File: src/rtl/timer_ctrl.sv
// timer_ctrl: control unit for the 8-bit timer.
// Owns the control, reload and status registers, edge-detects int_clk into
// single-cycle ticks and sequences the counter through IDLE, LOAD and RUN.
// Ports:
//   clk, preset_n          clock, async active-low reset
//   tcr_wr/tcr_wdata       control write {udie,ovie,load,en,dir,-,cks}
//   tdr_wr/tdr_wdata       reload value write
//   tsr_clr                write-1-to-clear {udf,ovf}
//   int_clk                selected divided clock, synchronous to clk
//   cks                    clock-select code to select_clock
//   tcr_q, tdr_q, tsr_q    register readback
//   tcnt                   current count
//   irq                    interrupt request
module timer_ctrl (
    input  logic       clk,
    input  logic       preset_n,
    input  logic       tcr_wr,
    input  logic [7:0] tcr_wdata,
    input  logic       tdr_wr,
    input  logic [7:0] tdr_wdata,
    input  logic [1:0] tsr_clr,
    input  logic       int_clk,
    output logic [1:0] cks,
    output logic [7:0] tcr_q,
    output logic [7:0] tdr_q,
    output logic [7:0] tcnt,
    output logic [1:0] tsr_q,
    output logic       irq
);

    typedef enum logic [1:0] {
        IDLE = 2'd0,
        LOAD = 2'd1,
        RUN  = 2'd2
    } state_e;

    state_e     state_q, state_d;
    logic       udie_q, udie_d;
    logic       ovie_q, ovie_d;
    logic       en_q, en_d;
    logic       dir_q, dir_d;
    logic [1:0] cks_q, cks_d;
    logic [7:0] tdr_d;
    logic [7:0] tcnt_q, tcnt_d;
    logic       ovf_q, ovf_d;
    logic       udf_q, udf_d;
    logic       int_clk_q;

    logic       tick;
    logic       load_wr;
    logic       ovf_set;
    logic       udf_set;
    logic       unused_wdata;

    // Bit 2 is reserved and intentionally ignored.
    assign unused_wdata = tcr_wdata[2];

    assign tick    = int_clk & ~int_clk_q;
    assign load_wr = tcr_wr & tcr_wdata[5];

    // Control and reload registers.
    always_comb begin
        udie_d = udie_q;
        ovie_d = ovie_q;
        en_d   = en_q;
        dir_d  = dir_q;
        cks_d  = cks_q;
        tdr_d  = tdr_q;
        if (tcr_wr) begin
            udie_d = tcr_wdata[7];
            ovie_d = tcr_wdata[6];
            en_d   = tcr_wdata[4];
            dir_d  = tcr_wdata[3];
            cks_d  = tcr_wdata[1:0];
        end
        if (tdr_wr) begin
            tdr_d = tdr_wdata;
        end
    end

    // Next state. A load write overrides every other transition.
    always_comb begin
        state_d = state_q;
        if (load_wr) begin
            state_d = LOAD;
        end else begin
            unique case (state_q)
                IDLE: if (tcr_wr && tcr_wdata[4]) state_d = RUN;
                LOAD: state_d = en_q ? RUN : IDLE;
                RUN:  if (tcr_wr && !tcr_wdata[4]) state_d = IDLE;
                default: state_d = IDLE;
            endcase
        end
    end

    // Counter and sticky flags. Ticks on a load edge are dropped.
    always_comb begin
        tcnt_d  = tcnt_q;
        ovf_set = 1'b0;
        udf_set = 1'b0;
        if (state_q == LOAD) begin
            tcnt_d = tdr_q;
        end else if (state_q == RUN && tick && !load_wr) begin
            if (dir_q) begin
                tcnt_d  = tcnt_q - 8'd1;
                udf_set = (tcnt_q == 8'h00);
            end else begin
                tcnt_d  = tcnt_q + 8'd1;
                ovf_set = (tcnt_q == 8'hFF);
            end
        end
        // Set takes priority over a coincident clear.
        ovf_d = (ovf_q & ~tsr_clr[0]) | ovf_set;
        udf_d = (udf_q & ~tsr_clr[1]) | udf_set;
    end

    always_ff @(posedge clk or negedge preset_n) begin
        if (!preset_n) begin
            state_q   <= IDLE;
            udie_q    <= 1'b0;
            ovie_q    <= 1'b0;
            en_q      <= 1'b0;
            dir_q     <= 1'b0;
            cks_q     <= 2'b00;
            tdr_q     <= 8'h00;
            tcnt_q    <= 8'h00;
            ovf_q     <= 1'b0;
            udf_q     <= 1'b0;
            int_clk_q <= 1'b0;
        end else begin
            state_q   <= state_d;
            udie_q    <= udie_d;
            ovie_q    <= ovie_d;
            en_q      <= en_d;
            dir_q     <= dir_d;
            cks_q     <= cks_d;
            tdr_q     <= tdr_d;
            tcnt_q    <= tcnt_d;
            ovf_q     <= ovf_d;
            udf_q     <= udf_d;
            int_clk_q <= int_clk;
        end
    end

    assign cks   = cks_q;
    assign tcr_q = {udie_q, ovie_q, 1'b0, en_q, dir_q, 1'b0, cks_q};
    assign tcnt  = tcnt_q;
    assign tsr_q = {udf_q, ovf_q};
    assign irq   = (ovf_q & ovie_q) | (udf_q & udie_q);

endmodule

File: config.mk
export PLATFORM = sky130hd
export DESIGN_NAME = timer_ctrl
export DESIGN_NICKNAME = d
export VERILOG_FILES = /design/src/rtl/timer_ctrl.sv
export SDC_FILE = /design/constraint.sdc
export NUM_CORES = 1
export LEC_CHECK = 0
export ABC_AREA = 1
export BUFFER_PORTS_ARGS = -buffer_cell sky130_fd_sc_hd__buf_2
export CAP_MARGIN = 40
export CORE_AREA = 2 2 63 65
export DETAILED_ROUTE_END_ITERATION = 12
export DIE_AREA = 0 0 65 67
export PLACE_DENSITY = 0.73
export SYNTH_ARGS = -nofsm -noshare
export SYNTH_HDL_FRONTEND = slang
export SYNTH_SLANG_ARGS = --single-unit
File: constraint.sdc
create_clock -name clk -period 1.5 [get_ports clk]
set_input_delay 0.3 -clock clk [delete_from_list [all_inputs] [get_ports clk]]
set_output_delay 0.3 -clock clk [all_outputs]
set_load 0.005 [all_outputs]
==> results by group <==
Clocking
  – Clk root buf: clkbuf_8
  – CTS tree: built
  – Post-CTS Setup Bufs: 0
  – H-tree level count: 1
  – Clock-pin transition on the worst setup and hold timing paths: approximately 0.09 ns
  – CTS buffer count: 3
  – CTS Buffer Depth: 2
  – Skew-Pair Late Insertion Delay: approximately 0.27 ns
  – CTS sink count: 27

Worst setup path
  – Setup crit end kind: flop
  – Crit-path most repeated cell: nand3_1
  – WP data arrival: ~1.7 ns
  – R2r worst-path depth: 6
  – Worst Path Max Fanout: 7
  – Worst path slowest cell: dfrtp_2
  – Crit path required time: approximately 1.7 ns
  – Worst setup path category: reg -> reg
  – Slowest cell delay on critical path: 0.47 ns
  – Reg-to-reg startpoint: dir_q$_DFFE_PN0P_
  – Nature of the critical path startpoint: flop
  – FF-to-FF setup slack: -0.05 ns
  – CP cell instances: ha_1, or2_2, nand3b_1, nand3_1, nand3_1, nand2_1
  – R2r endpoint: tcnt[5]$_DFFE_PN0P_

Status
  – Failing checks: setup timing
  – Status: finished, violations left

Cells and area
  – Share of cells above drive strength 1: 0.348
  – Layout area overhead: 25.0%
  – Most frequent cells in the layout: nand2_1 (51), buf_2 (48), inv_1 (26), dfrtp_1 (26), nand3_1 (17)
  – Most common cell after layout, fill and taps aside: nand2_1
  – Nets: 281
  – Layout Cells excl Fill: 298
  – Antenna cells: 0

Synth
  – Average size of a mapped cell: between 8 and 9 µm²
  – Main synth FF type: dfrtp_1
  – Compound-cell area share of the yosys netlist: 0.0921
  – Post-synthesis simple-gate area fraction: 0.269
  – Post-synthesis xor/xnor area fraction: 0.00551
  – Synth Instances: around 200
  – Synthesized-area fraction occupied by adder cells: 0.0598
  – Synth cell types: 30
  – Ys async rst share: 1.00
  – Post-synthesis mux area share: 0.0142
  – Post-synth EDFFs: 0
  – Synthesis Warnings: 0
  – Post-synthesis register bit count: 27
  – Sequential-to-total area share from yosys stat: 0.425
  – Mapped cell area: 0.00159 mm²
  – Main combinational cell family by area after synthesis: simple AND/OR/NAND/NOR gates

Route
  – Vias/cell: between 4 and 5
  – Drt initial violations: 75
  – Residual DRC count: 0
  – WL final: 3300 µm
  – Antenna-violating nets left: 0
  – Total vias in the final route: between 1000 and 1500
  – Drt first pass iters: 4
  – Average routed wire per standard cell: between 10 and 15 µm

Timing
  – Fmax: about 650 MHz
  – Setup slack after layout: -0.0481 ns
  – Max Slew Vio Count: 0
  – Fin Clk Skew: around 0.0061 ns
  – Min Tclk post-route: 1.55 ns
  – RSZ-0062 raised after global routing: true
  – # setup viols final: 5
  – Fin. Hold Viols: 0
  – Final Cycle Share: 1.03

Floorplan
  – Die H: 67 µm
  – IO Count: 52
  – Cell Rows: 22
  – Die X-Extent: around 65 µm
  – Core area: between 0.003 and 0.004 mm²
  – Full die area: between 0.004 and 0.005 mm²
  – Initial Util: 0.441

Min path
  – Min-delay src: int_clk
  – WHS Endpoint: int_clk_q$_DFF_PN0_
  – Cell depth of the worst hold path: 1
  – Hold Crit Class: in -> reg

GRT
  – Vias in the first global route: between 1000 and 1500
  – GR Overflow Total: 0
  – Initial antenna violation count: 0
  – First-pass GRT wire length: ~5500 µm
  – Largest net degree at the start of global routing: 16
  – Total track usage: 0.166

Power
  – Power Density: between 1000 and 1500 mW/mm²
  – Sequential fraction of design power: 0.385
  – Worst vdd ir: between 0.6 and 0.7 mV
  – Int Pwr: 1.54 mW
  – Power, Total: 2.41 mW
  – Leakage Power: 1.09 nW
  – Clock power share: 0.166
  – Switching part of the total: 0.362
  – Combinational share of power: 0.448
  – Switch Pwr: roughly 0.87 mW

Placement
  – Post-DP HPWL: approximately 2700 µm
  – Placed cell count: ~290
  – GPL Wtd Cong: 0.930
  – I/O Buffers: 48

Job
  – Number of max-cap violations: 0
worst max-delay path, delay by kind of cell (launching register included):
| kind | cells | cell delay [ns] |
|---|---|---|
| AND/OR/NAND/NOR | 5 | 0.66 |
| adder cells (fa/ha/maj) | 1 | 0.30 |
| flip-flops | 1 | 0.47 |
Yosys cell counts (3+ instances only):
| cell type | instances | area share |
|---|---|---|
| nor2_1 | 4 | 0.0094 |
| nand3_1 | 17 | 0.054 |
| nor3_1 | 3 | 0.0094 |
| nand3b_1 | 3 | 0.014 |
| o211ai_1 | 3 | 0.014 |
| nor2_4 | 3 | 0.021 |
| inv_2 | 3 | 0.0071 |
| buf_4 | 10 | 0.047 |
| dfrtp_1 | 27 | 0.43 |
| nand2_1 | 52 | 0.12 |
| inv_1 | 28 | 0.066 |
| o21ai_1 | 3 | 0.0094 |
| ha_1 | 6 | 0.047 |
| or2_2 | 4 | 0.016 |
| o21ai_0 | 9 | 0.028 |
power groups by stage:
stage	registers, mW	logic [mW]	clock network [mW]
floorplan	0.978	0.606	0
global placement	0.939	1.03	0
detailed placement	0.942	1.06	0
CTS	0.930	1.08	0.414
global route	0.949	1.23	0.453
finish	0.931	1.08	0.402
per-stage QoR:
step | utilization | hold WS, ns | setup WS, ns | setup TNS (ns) | cell area [µm²]
finish | 0.551 | 0.147 | -0.0481 | -0.112 | 1990
global route | 0.551 | 0.133 | -0.152 | -0.707 | 1990
CTS | 0.549 | 0.146 | -0.0450 | -0.131 | 1980
detailed placement | 0.533 | 0.224 | -0.0379 | -0.0956 | 1920
global placement | 0.533 | 0.228 | -0.00377 | -0.00377 | 1920
floorplan | - | 0.00441 | 0.0164 | 0 | 1590
sequential cells by signal, summed over array words and instances, names as in the netlist:
register,flops
tdr_q,8
udie_q,1
int_clk_q,1
ovf_q,1
ovie_q,1
cks,2
tcnt,8
state_q,2
en_q,1
udf_q,1
dir_q,1
how the worst max path moves through the flow:
stage                   startpoint  slack, ns                   to
2_1_floorplan  tcnt[0]$_DFFE_PN0P_       0.02  tcnt[6]$_DFFE_PN0P_
3_3_place_gp     dir_q$_DFFE_PN0P_     -0.004  tcnt[5]$_DFFE_PN0P_
3_5_place_dp     dir_q$_DFFE_PN0P_      -0.04  tcnt[6]$_DFFE_PN0P_
4_1_cts          dir_q$_DFFE_PN0P_      -0.05  tcnt[6]$_DFFE_PN0P_
5_1_grt          dir_q$_DFFE_PN0P_      -0.15  tcnt[7]$_DFFE_PN0P_
6_report         dir_q$_DFFE_PN0P_      -0.05  tcnt[5]$_DFFE_PN0P_
area by class of cell:
cell class / instances / area (µm²)
Fill cell: 363 / 1620
Timing Repair Buffer: 62 / 360
Tap cell: 48 / 60.1
Sequential cell: 27 / 677
Clock inverter: 1 / 5.00
Clock buffer: 3 / 41.3
Multi-Input combinational cell: 125 / 717
Inverter: 32 / 125
logic make-up (layout without fill, tap and decap cells):
family          after synthesis  in the layout
simple gates                 90             90
fa+ha+maj                     7              7
flops                        27             27
mux                           2              2
compound gates               23             23
xor+xnor                      1              1
buf+inv                      44             98
other cells                   1              2
metal layers:
metal	vias to the layer above	wire (µm)	GRT usage
met4	0	46	0.0585
met2	34	1560	0.273
met1	645	1570	0.223
met5	-	0	0
li1	726	-	-
met3	6	113	0.0220
repair_timing:
item | CTS | global route
gates cloned | 0 | 0
hold buffers | 1 | 0
resized for setup | 1 | 4
setup endpoints to repair | 5 | 6
pin swaps | 1 | 0
endpoints found under the hold margin | 14 | 0
(Power assumes the default switching activity.)
